**src/rtl/clint_pkg.sv**
```systemverilog
// Shared definitions for the core-local interruptor: register offsets, AXI response codes, FSM states.
// Latency: n/a (types, constants and pure helper functions only).
// Backpressure: n/a.
package clint_pkg;

    // Byte offsets of the mapped registers (address bits [1:0] are dropped before compare)
    localparam logic [31:0] CLINT_MSIP        = 32'h0000_0000;
    localparam logic [31:0] CLINT_MTIMECMP_LO = 32'h0000_0008;
    localparam logic [31:0] CLINT_MTIMECMP_HI = 32'h0000_000C;
    localparam logic [31:0] CLINT_MTIME_LO    = 32'h0000_0010;
    localparam logic [31:0] CLINT_MTIME_HI    = 32'h0000_0014;

    localparam logic [1:0] AXI_RESP_OKAY   = 2'b00;
    localparam logic [1:0] AXI_RESP_SLVERR = 2'b10;

    typedef enum logic {
        W_IDLE,
        W_RESP
    } wr_state_e;

    typedef enum logic {
        R_IDLE,
        R_DATA
    } rd_state_e;

    // Decoded register target of a bus access
    typedef enum logic [2:0] {
        SEL_MSIP,
        SEL_MTIMECMP_LO,
        SEL_MTIMECMP_HI,
        SEL_MTIME_LO,
        SEL_MTIME_HI,
        SEL_NONE
    } reg_sel_e;

    // One accepted bus write, handed from the AXI front end to the timer block
    typedef struct packed {
        logic        en;
        reg_sel_e    sel;
        logic [31:0] dat;
        logic [3:0]  strb;
    } clint_wr_t;

    // Map an already-masked byte offset onto a register select
    function automatic reg_sel_e clint_decode(input logic [31:0] off);
        reg_sel_e sel;
        case (off)
            CLINT_MSIP:        sel = SEL_MSIP;
            CLINT_MTIMECMP_LO: sel = SEL_MTIMECMP_LO;
            CLINT_MTIMECMP_HI: sel = SEL_MTIMECMP_HI;
            CLINT_MTIME_LO:    sel = SEL_MTIME_LO;
            CLINT_MTIME_HI:    sel = SEL_MTIME_HI;
            default:           sel = SEL_NONE;
        endcase
        return sel;
    endfunction

    // Per-byte merge: strobed bytes take new data, the rest keep the old value
    function automatic logic [31:0] strb_merge(input logic [31:0] old_dat,
                                               input logic [31:0] new_dat,
                                               input logic [3:0]  strb);
        logic [31:0] res;
        for (int i = 0; i < 4; i++) begin
            res[i*8 +: 8] = strb[i] ? new_dat[i*8 +: 8] : old_dat[i*8 +: 8];
        end
        return res;
    endfunction

endpackage

```
**src/rtl/clint_mtime.sv**
```systemverilog
// 64-bit mtime counter, mtimecmp register and timer interrupt; optional tick prescaler under CLINT_PRESCALER_EN.
// Latency: writes land at the end of the accept cycle; irq_timer follows the registers one cycle later.
// Backpressure: none, every write presented with wr.en is taken in that cycle.
module clint_mtime
    import clint_pkg::*;
#(
    parameter int PRESCALE = 1
) (
    input  logic        clk,
    input  logic        reset,
    input  clint_wr_t   wr,
    output logic [63:0] mtime,
    output logic [63:0] mtimecmp,
    output logic        irq_timer
);

    // A prescale of zero would never produce a tick
    if (PRESCALE < 1) begin : g_bad_prescale
        $error("clint_mtime: PRESCALE must be at least 1");
    end

    logic tick;

`ifdef CLINT_PRESCALER_EN
    localparam int PW = (PRESCALE > 1) ? $clog2(PRESCALE) : 1;
    localparam logic [PW-1:0] PRE_LAST = PW'(PRESCALE - 1);

    logic [PW-1:0] pre_cnt;

    assign tick = (pre_cnt == PRE_LAST);

    // Free-running divider; bus writes never touch it
    always_ff @(posedge clk or negedge reset) begin
        if (!reset) begin
            pre_cnt <= '0;
        end else if (tick) begin
            pre_cnt <= '0;
        end else begin
            pre_cnt <= pre_cnt + 1'b1;
        end
    end
`else
    assign tick = 1'b1;
`endif

    logic [63:0] mtime_inc;
    logic [63:0] mtime_nxt;
    logic [63:0] cmp_nxt;

    // Increment first, then overlay any written bytes so unwritten bytes keep the tick
    always_comb begin
        mtime_inc = tick ? (mtime + 64'd1) : mtime;
        mtime_nxt = mtime_inc;
        cmp_nxt   = mtimecmp;
        if (wr.en) begin
            case (wr.sel)
                SEL_MTIME_LO:    mtime_nxt[31:0]  = strb_merge(mtime_inc[31:0],  wr.dat, wr.strb);
                SEL_MTIME_HI:    mtime_nxt[63:32] = strb_merge(mtime_inc[63:32], wr.dat, wr.strb);
                SEL_MTIMECMP_LO: cmp_nxt[31:0]    = strb_merge(mtimecmp[31:0],   wr.dat, wr.strb);
                SEL_MTIMECMP_HI: cmp_nxt[63:32]   = strb_merge(mtimecmp[63:32],  wr.dat, wr.strb);
                default:         ;
            endcase
        end
    end

    // Counter/compare state; irq compares the values held this cycle
    always_ff @(posedge clk or negedge reset) begin
        if (!reset) begin
            mtime     <= '0;
            mtimecmp  <= '1;
            irq_timer <= 1'b0;
        end else begin
            mtime     <= mtime_nxt;
            mtimecmp  <= cmp_nxt;
            irq_timer <= (mtime >= mtimecmp);
        end
    end

endmodule

```
**src/rtl/clint_axi.sv**
```systemverilog
// AXI4-Lite CLINT: msip, mtimecmp and mtime registers driving irq_software/irq_timer (prescaler via CLINT_PRESCALER_EN).
// Latency: write response and read data one cycle after the accept cycle; irqs two cycles after the update.
// Backpressure: a write needs awvalid and wvalid together; one outstanding write and one read, held until bready/rready.
module clint_axi
    import clint_pkg::*;
#(
    parameter int ADDR_WIDTH = 5,
    parameter int PRESCALE   = 1
) (
    input  logic        clk,
    input  logic        reset,
    input  logic [31:0] axi_awaddr,
    input  logic [2:0]  axi_awprot,
    input  logic        axi_awvalid,
    output logic        axi_awready,
    input  logic [31:0] axi_wdata,
    input  logic [3:0]  axi_wstrb,
    input  logic        axi_wvalid,
    output logic        axi_wready,
    output logic [1:0]  axi_bresp,
    output logic        axi_bvalid,
    input  logic        axi_bready,
    input  logic [31:0] axi_araddr,
    input  logic [2:0]  axi_arprot,
    input  logic        axi_arvalid,
    output logic        axi_arready,
    output logic [31:0] axi_rdata,
    output logic [1:0]  axi_rresp,
    output logic        axi_rvalid,
    input  logic        axi_rready,
    output logic        irq_timer,
    output logic        irq_software
);

    // Keep the decoded address bits only, word aligned
    localparam logic [31:0] ADDR_MASK = 32'((64'd1 << ADDR_WIDTH) - 64'd1) & ~32'd3;

    // Protection attributes carry no meaning for this block
    logic unused_prot;
    assign unused_prot = ^{axi_awprot, axi_arprot};

    wr_state_e   w_state, w_state_nxt;
    rd_state_e   r_state, r_state_nxt;
    logic        w_hs, r_hs;
    reg_sel_e    aw_sel, ar_sel;
    logic        msip;
    logic [63:0] mtime, mtimecmp;
    logic [31:0] rd_mux;
    clint_wr_t   wr;

    assign aw_sel = clint_decode(axi_awaddr & ADDR_MASK);
    assign ar_sel = clint_decode(axi_araddr & ADDR_MASK);

    assign wr.en   = w_hs;
    assign wr.sel  = aw_sel;
    assign wr.dat  = axi_wdata;
    assign wr.strb = axi_wstrb;

    clint_mtime #(
        .PRESCALE (PRESCALE)
    ) u_mtime (
        .clk       (clk),
        .reset     (reset),
        .wr        (wr),
        .mtime     (mtime),
        .mtimecmp  (mtimecmp),
        .irq_timer (irq_timer)
    );

    // Write FSM next state and handshake outputs
    always_comb begin
        w_state_nxt = w_state;
        axi_awready = 1'b0;
        axi_wready  = 1'b0;
        axi_bvalid  = 1'b0;
        w_hs        = 1'b0;
        case (w_state)
            W_IDLE: begin
                if (axi_awvalid && axi_wvalid) begin
                    axi_awready = 1'b1;
                    axi_wready  = 1'b1;
                    w_hs        = 1'b1;
                    w_state_nxt = W_RESP;
                end
            end
            W_RESP: begin
                axi_bvalid = 1'b1;
                if (axi_bready) begin
                    w_state_nxt = W_IDLE;
                end
            end
            default: w_state_nxt = W_IDLE;
        endcase
    end

    // Write FSM state, response code and the msip bit
    always_ff @(posedge clk or negedge reset) begin
        if (!reset) begin
            w_state   <= W_IDLE;
            axi_bresp <= AXI_RESP_OKAY;
            msip      <= 1'b0;
        end else begin
            w_state <= w_state_nxt;
            if (w_hs) begin
                axi_bresp <= (aw_sel == SEL_NONE) ? AXI_RESP_SLVERR : AXI_RESP_OKAY;
                if (aw_sel == SEL_MSIP && axi_wstrb[0]) begin
                    msip <= axi_wdata[0];
                end
            end
        end
    end

    // Software interrupt is a registered copy of msip
    always_ff @(posedge clk or negedge reset) begin
        if (!reset) begin
            irq_software <= 1'b0;
        end else begin
            irq_software <= msip;
        end
    end

    // Read data selection from the current register values
    always_comb begin
        rd_mux = '0;
        case (ar_sel)
            SEL_MSIP:        rd_mux = {31'd0, msip};
            SEL_MTIMECMP_LO: rd_mux = mtimecmp[31:0];
            SEL_MTIMECMP_HI: rd_mux = mtimecmp[63:32];
            SEL_MTIME_LO:    rd_mux = mtime[31:0];
            SEL_MTIME_HI:    rd_mux = mtime[63:32];
            default:         rd_mux = '0;
        endcase
    end

    // Read FSM next state and handshake outputs
    always_comb begin
        r_state_nxt = r_state;
        axi_arready = 1'b0;
        axi_rvalid  = 1'b0;
        r_hs        = 1'b0;
        case (r_state)
            R_IDLE: begin
                if (axi_arvalid) begin
                    axi_arready = 1'b1;
                    r_hs        = 1'b1;
                    r_state_nxt = R_DATA;
                end
            end
            R_DATA: begin
                axi_rvalid = 1'b1;
                if (axi_rready) begin
                    r_state_nxt = R_IDLE;
                end
            end
            default: r_state_nxt = R_IDLE;
        endcase
    end

    // Read FSM state plus captured data/response, held until rready
    always_ff @(posedge clk or negedge reset) begin
        if (!reset) begin
            r_state   <= R_IDLE;
            axi_rdata <= '0;
            axi_rresp <= AXI_RESP_OKAY;
        end else begin
            r_state <= r_state_nxt;
            if (r_hs) begin
                axi_rdata <= rd_mux;
                axi_rresp <= (ar_sel == SEL_NONE) ? AXI_RESP_SLVERR : AXI_RESP_OKAY;
            end
        end
    end

endmodule

```
**config.mk**
```make
export PLATFORM = sky130hd
export DESIGN_NAME = clint_axi
export DESIGN_NICKNAME = d
export VERILOG_FILES = /design/src/rtl/clint_pkg.sv /design/src/rtl/clint_mtime.sv /design/src/rtl/clint_axi.sv
export SDC_FILE = /design/constraint.sdc
export NUM_CORES = 1
export LEC_CHECK = 0
export BUFFER_PORTS_ARGS = -buffer_cell sky130_fd_sc_hd__buf_4
export CORE_MARGIN = 4
export CORE_UTILIZATION = 40
export DETAILED_ROUTE_END_ITERATION = 7
export HOLD_SLACK_MARGIN = 0.15
export SYNTH_ARGS = -nofsm -noshare
export SYNTH_HDL_FRONTEND = slang
export SYNTH_SLANG_ARGS = --single-unit
```
**constraint.sdc**
```tcl
create_clock -name clk -period 2.3 [get_ports clk]
set_input_delay 0.23 -clock clk [delete_from_list [all_inputs] [get_ports clk]]
set_output_delay 0.23 -clock clk [all_outputs]
set_load 0.01 [all_outputs]
```
==> metrics.md, run 1 <==
| Metric | Value |
|---|---|
| Outcome | `completed` |
| Placement Rows | `56` |
| Post-Synthesis Cells | `1050` |
| Ratio of total power to cell area | `932 nW/um2` |
| Worst setup skew after layout | `14.0 ps` |
| Most frequently used flop master after synthesis | `sky130_fd_sc_hd__dfrtp_1` |
| Category of the worst setup path launch point | `flop` |
| Fraction of synthesis flops using an asynchronous set or reset pin | `100%` |
| Clk Tree Root Cell | `sky130_fd_sc_hd__clkbuf_16` |
| Pin count of the biggest net entering global routing | `53` |
| Mean area per synthesized cell | `9.12 um2` |
| Seq cells post-synth | `167` |
| Via count | `8497` |
| Vias in the first global route | `8518` |
| Die Wd | `163 um` |
| Later-pin clock latency in the skew report | `430 ps` |
| Routed Antenna Nets | `0` |
| Max Buffers Root-to-Sink | `2` |
| CTS tree | `done` |
| Number of H-tree levels | `4` |
| Fmax | `0.444 GHz` |
| Die H | `163 um` |
| Part of the Yosys area used for sequential elements | `44.5%` |
| Relative max-transition margin | `54.6%` |
| Drt wl/cell | `18.6 um` |
| Final Non-Filler Cells | `1583` |
| Time the final worst path needs with I/O delays and setup | `2250 ps` |
| Total global routing overflow | `0` |
| DRC viols | `0` |
| Largest fanout of any net on the critical path | `3` |
| Layout Area Growth over Synthesis | `28.6%` |
| Yosys top cell area share | `26.9%` |
| Diodes inserted | `0` |
| Die area | `26500 um2` |
| Pre-CTS setup slack | `-134 ps` |
| Worst hold slack across all endpoints | `166 ps` |
| MaxCap Viol Count | `0` |
| TritonRoute pass-1 iters | `5` |
| Area of the multi-input gates | `4960 um2` |
| Clock Sinks | `167` |
| Cell variety after synth | `49` |
| Clock-pin slew on the worst setup and hold paths | `60 ps` |
| # port buffers | `89` |
| Leading area contributor after synthesis | `sky130_fd_sc_hd__dfrtp_1` |
| Wire length of the first global-routing pass | `46800 um` |
| Measured slew at the worst slew-check pin | `679 ps` |
| Unrepaired setup endpoints after global routing | `true` |
| Fraction of layout instances using a drive strength above 1 | `25.7%` |
| YS warnings | `0` |
| HPWL Detailed | `21600 um` |
| Number of placed I/O pins | `156` |
| Via density per instance | `5.37` |
| WP data required | `2610 ps` |
| Share of the clock period used by the worst path after layout | `97.9%` |
| Aggregate global-route resource usage | `22.7%` |
| Placer Congestion | `0.859` |
| Total setup violations reported at the end of the flow | `0` |
| Cells after DPL | `1512` |
| Initial core utilization | `40.7%` |
| Largest vdd supply drop | `0.000430 V` |
| Number of enable flip-flop cells after synthesis | `0` |
| Main area contributors after synthesis | `sky130_fd_sc_hd__dfrtp_1, sky130_fd_sc_hd__dfstp_2, sky130_fd_sc_hd__ha_1, sky130_fd_sc_hd__o21ai_0, sky130_fd_sc_hd__nand2_1` |
| Final routed wirelength across all metal layers | `29500 um` |
| Layout fillers | `2221` |
| Number of buffers created by CTS | `17` |
| Post-Synthesis Cell Area | `9570 um2` |
| R2R setup slack | `50 ps` |
| Number of antenna violations at the first check in global routing | `0` |
| Static Leak | `5.43 nW` |
| Class of the worst hold path | `in2reg` |
| Endpoint arrival time on the critical path | `2560 ps` |
| Final worst-path setup slack | `47.9 ps` |
| Kind of capture point of the worst setup path | `flop` |
| First DRT Iteration DRCs | `649` |
| Area taken by flip-flops and latches | `4260 um2` |
| Fin. Hold Viols | `0` |
| Pins over their slew limit | `0` |
| Core area | `23500 um2` |
| Type of the worst setup path | `reg2reg` |
| # nets final | `1429` |
==> cell usage after synthesis, drive strengths merged (7+ instances only) <==
| cell | n |
|---|---|
| nand2 | 170 |
| o21ai | 145 |
| dfrtp | 103 |
| inv | 75 |
| ha | 65 |
| dfstp | 64 |
| nor2 | 57 |
| a21oi | 43 |
| clkbuf | 39 |
| nand3 | 38 |
| xnor2 | 33 |
| a22o | 32 |
| a221oi | 31 |
| nand4 | 28 |
| xor2 | 28 |
| mux2 | 15 |
| nor3 | 14 |
| a21o | 10 |
| nor4 | 9 |
| and4 | 7 |
==> layer usage <==
metal	vias to the layer above	wire length (um)	global-route usage, %
met2	231	13900	36.9
met4	0	484	5.22
met1	4147	13500	32.0
met3	28	1650	3.85
met5	-	0	0
li1	4091	-	-
==> critical path: stages, from the launching register on <==
cell and delay [ps]:
sky130_fd_sc_hd__dfstp_2 540, sky130_fd_sc_hd__ha_1 220, sky130_fd_sc_hd__nand2b_4 150, sky130_fd_sc_hd__a2111oi_4 360, sky130_fd_sc_hd__nor4_2 80, sky130_fd_sc_hd__or4_4 550
sky130_fd_sc_hd__a21oi_2 160, sky130_fd_sc_hd__o21ai_1 70
==> where the power goes <==
part | switching [W] | total [W] | internal, W | leakage [nW]
Combinational | 0.00226 | 0.00417 | 0.00190 | 3.25
Clock | 0.00125 | 0.00288 | 0.00163 | 0.281
Sequential | 0.000542 | 0.00443 | 0.00389 | 1.90
==> through the flow <==
stage	utilization, %	setup TNS (ps)	cell area [um2]	power (W)
2_1_floorplan	-	0	9580	0.00668
3_3_place_gp	47.8	-123	11300	0.00834
3_5_place_dp	47.8	-161	11300	0.00844
4_1_cts	51.9	0	12200	0.0114
5_1_grt	52.3	-141	12300	0.0122
6_report	52.3	0	12300	0.0115
==> what timing repair did <==
action / 4_1_cts / 5_1_grt
setup endpoints to repair: 2 / 17
hold buffers: 38 / 0
hold endpoints to repair: 170 / 0
pin swaps: 1 / 8
buffers inserted: 0 / 2
resized for setup: 3 / 17
==> registers in the layout, indices dropped and copies added (netlist names) <==
register / cells
u_mtime.mtime: 64
u_mtime.mtimecmp: 64
axi_rdata: 32
axi_bresp: 1
axi_rresp: 1
irq_software: 1
msip: 1
r_state: 1
u_mtime.irq_timer: 1
w_state: 1
==> area by class of cell <==
type | count | area share (%)
Clock buffer | 21 | 3.66
Clock inverter | 11 | 1.03
Inverter | 75 | 2.29
Multi-Input combinational cell | 765 | 40.3
Sequential cell | 167 | 34.6
Tap cell | 319 | 3.24
Timing Repair Buffer | 225 | 14.9
==> logic make-up after synthesis <==
family                   share of synthesized area, %
flip-flops                                       44.5
buffers and inverters                            4.81
AND/OR/NAND/NOR                                  17.5
other                                          0.0392
AO/OA/AOI/OAI                                    17.0
XOR/XNOR                                         5.58
adder cells (fa/ha/maj)                          8.49
multiplexers                                     2.08
==> layout by cell type, fill, tap and decap left out, types with 38 or more instances in the layout <==
master	count
sky130_fd_sc_hd__a21oi_1	42
sky130_fd_sc_hd__buf_4	182
sky130_fd_sc_hd__dfrtp_1	102
sky130_fd_sc_hd__dfstp_2	64
sky130_fd_sc_hd__dlygate4sd3_1	38
sky130_fd_sc_hd__ha_1	64
sky130_fd_sc_hd__inv_1	75
sky130_fd_sc_hd__nand2_1	169
sky130_fd_sc_hd__nor2_1	56
sky130_fd_sc_hd__o21ai_0	143
==> final timing paths <==
path | startpoint | end | cells after the start
setup / recovery | u_mtime.mtimecmp[0]$_DFFE_PN1P_ | u_mtime.irq_timer$_DFF_PN0_ | 7
min in group asynchronous | reset | u_mtime.mtime[8]$_DFF_PN0_ | 2
hold reg to reg | msip$_DFFE_PN0P_ | irq_software$_DFF_PN0_ | 0
setup reg to reg | u_mtime.mtimecmp[0]$_DFFE_PN1P_ | u_mtime.irq_timer$_DFF_PN0_ | 7
hold / removal | axi_awaddr[4] | axi_bresp[1]$_DFFE_PN0P_ | 3
max in group asynchronous | reset | u_mtime.mtimecmp[41]$_DFFE_PN1P_ | 3
No activity file was read; power rests on OpenSTA's default activity.
==> run 2: changes to the inputs <==
- CORE_ASPECT_RATIO: default -> 0.9
- CORE_UTILIZATION: 40 -> 52
- PLACE_DENSITY: default -> 0.77
==> run 2 against run 1 <==
Compared with the run above: flip-flop and latch count did not move; cell count fell by 5.6%; routed wire length fell by 5.6%; global-route usage rose by 5.2 points; critical endpoint unchanged; clock skew fell by 4.2 ps; sequential power rose by 2%; via count rose by 2.4%; non-clock buffer count fell by 10; die area fell by 22%; critical path depth rose by 1; first-iteration DRC count rose by 17%; combinational power fell by 5%.
==> metrics.md, run 2 (synthesis gave the netlist of run 1 again) <==
| Metric | Value |
|---|---|
| Layout Area Growth over Synthesis | `26.6%` |
| Top layer in use | `met4` |
| Fin. Hold Viols | `0 (unchanged)` |
| Placer Congestion | `0.915 (+6.4%)` |
| Clk Tree Root Cell | `sky130_fd_sc_hd__clkbuf_16` |
| Aggregate global-route resource usage | `27.9% (+5.2 points)` |
| Area of the multi-input gates | `4980 um2 (+0.35%)` |
| Type of the worst setup path | `reg2reg` |
| WP data required | `2620 ps (about the same)` |
| Share of the clock period used by the worst path after layout | `98.6% (+0.68 points)` |
| Number of H-tree levels | `4 (unchanged)` |
| Post-Route Setup TNS | `0 ps (unchanged)` |
| Max Buffers Root-to-Sink | `2 (unchanged)` |
| Endpoint arrival time on the critical path | `2590 ps (+30 ps)` |
| Fmax | `0.441 GHz (-0.69%)` |
| Class of the worst hold path | `in2reg` |
| Vias in the first global route | `8760 (+2.8%)` |
| Unrepaired setup endpoints after global routing | `true` |
| First DRT Iteration DRCs | `757 (+17%)` |
| Worst setup skew after layout | `9.78 ps (-4.20 ps)` |
| Pre-CTS setup slack | `-140 ps (-5.56 ps)` |
| Kind of capture point of the worst setup path | `flop` |
| Static Leak | `5.33 nW (-1.7%)` |
| Initial core utilization | `53.7% (+13 points)` |
| Fraction of layout instances using a drive strength above 1 | `25.5% (-0.19 points)` |
| Top library cells by usage in the layout, fill and taps aside | `sky130_fd_sc_hd__buf_4, sky130_fd_sc_hd__nand2_1, sky130_fd_sc_hd__o21ai_0, sky130_fd_sc_hd__dfrtp_1, sky130_fd_sc_hd__inv_1` |
| Total setup violations reported at the end of the flow | `0 (unchanged)` |
| Routed met3 length | `1920 um (+16%)` |
| Diodes inserted | `0 (unchanged)` |
| Number of antenna violations at the first check in global routing | `0 (unchanged)` |
| Final worst-path setup slack | `32.2 ps (-15.7 ps)` |
| Layout fillers | `1433 (-35%)` |
| Die Wd | `151 um (-7.2%)` |
| Metal-1 WL | `12000 um (-11%)` |
| Most common cell after layout, fill and taps aside | `sky130_fd_sc_hd__buf_4` |
| Category of the worst setup path launch point | `flop` |
| # nets final | `1419 (-0.70%)` |
| CTS tree | `done` |
| Largest vdd supply drop | `0.000542 V (+26%)` |
| DRC viols | `0 (unchanged)` |
| Pin count of the biggest net entering global routing | `81 (+53%)` |
| Die H | `137 um (-16%)` |
| Clock Sinks | `167 (unchanged)` |
| Drt wl/cell | `18.6 um (about the same)` |
| Final routed wirelength across all metal layers | `27900 um (-5.6%)` |
| Wire length of the first global-routing pass | `45000 um (-3.8%)` |
| Routed Antenna Nets | `0 (unchanged)` |
| TritonRoute pass-1 iters | `6 (+1)` |
| Met2 wire length | `13300 um (-4.0%)` |
| Core area | `17800 um2 (-24%)` |
| Relative max-transition margin | `12.5% (-42 points)` |
| Measured slew at the worst slew-check pin | `1310 ps (+628 ps)` |
| Outcome | `completed` |
| Pins over their slew limit | `0 (unchanged)` |
| Later-pin clock latency in the skew report | `440 ps (about the same)` |
| Largest registers | `u_mtime.mtime (64), u_mtime.mtimecmp (64), axi_rdata (32)` |
| Area taken by flip-flops and latches | `4260 um2 (about the same)` |
| MaxCap Viol Count | `0 (unchanged)` |
| Via density per instance | `5.82 (+8.5%)` |
| Final Total Pwr | `0.0113 W (-1.7%)` |
| Time the final worst path needs with I/O delays and setup | `2270 ps (+15.7 ps)` |
| Ratio of total power to cell area | `931 nW/um2 (about the same)` |
| Clock-pin slew on the worst setup and hold paths | `70 ps (about the same)` |
| Utilization of the core after routing | `67.9% (+16 points)` |
| Die area | `20600 um2 (-22%)` |
| Placement Rows | `46 (-18%)` |
| # port buffers | `89 (unchanged)` |
| Via count | `8697 (+2.4%)` |
| Total global routing overflow | `0 (unchanged)` |
| Largest fanout of any net on the critical path | `2 (-1)` |
| HPWL Detailed | `19900 um (-7.7%)` |
| Number of buffers created by CTS | `17 (unchanged)` |
| Number of placed I/O pins | `156 (unchanged)` |
==> run 2: repair_timing <==
item / 4_1_cts / 5_1_grt
gates resized for setup: 8 / 13
hold endpoints to repair: 202 / 0
pin swaps: 4 / 2
hold buffers: 37 / 0
setup buffers: 1 / 0
endpoints found under the setup margin: 3 / 22
==> run 2: routing by layer <==
| metal | up-vias | GRT usage, % |
|---|---|---|
| met1 | 4263 | 38.0 |
| met5 | - | 0 |
| met4 | 0 | 9.57 |
| li1 | 4068 | - |
| met3 | 57 | 5.30 |
| met2 | 309 | 44.9 |
==> run 2: per-stage QoR <==
stage	hold slack, ps	instances	cell area [um2]
after CTS	161	1494	12100
after detailed placement	169	1424	11100
after floorplan	-65.6	1051	9580
after global placement	172	1424	11100
final	166	1494	12100
after global routing	198	1494	12100
==> run 2: worst paths after layout <==
kind	startpoint	to	slack, ps	depth (start not counted)
min reg2reg	msip$_DFFE_PN0P_	irq_software$_DFF_PN0_	400	0
max reg2reg	u_mtime.mtimecmp[0]$_DFFE_PN1P_	u_mtime.irq_timer$_DFF_PN0_	30	8
min in group asynchronous	reset	axi_rdata[13]$_DFFE_PN0P_	260	2
min	axi_awaddr[3]	axi_bresp[1]$_DFFE_PN0P_	170	3
max	u_mtime.mtimecmp[0]$_DFFE_PN1P_	u_mtime.irq_timer$_DFF_PN0_	30	8
max in group asynchronous	reset	u_mtime.mtimecmp[32]$_DFFE_PN1P_	1240	3
==> run 2: power by group <==
group	internal, W	switching [W]
sequential	0.00389	0.000649
combinational	0.00184	0.00214
clock	0.00151	0.00125
==> run 2: final cells by class <==
cell class,count,share of cell area (%)
Timing Repair Buffer,215,14.4
Tap cell,240,2.48
Clock inverter,12,0.867
Clock buffer,20,3.69
Sequential cell,167,35.2
Multi-Input combinational cell,765,41.1
Inverter,75,2.32
==> run 2: worst max-delay path, cell delays in order, from the launching register on <==
cell                        delay, ps
sky130_fd_sc_hd__dfstp_2          560
sky130_fd_sc_hd__ha_4             190
sky130_fd_sc_hd__nand2b_4         150
sky130_fd_sc_hd__a2111oi_4        290
sky130_fd_sc_hd__buf_4            170
sky130_fd_sc_hd__nor4_1            50
sky130_fd_sc_hd__or4_1            530
sky130_fd_sc_hd__a21oi_2          160
sky130_fd_sc_hd__o21ai_1           60
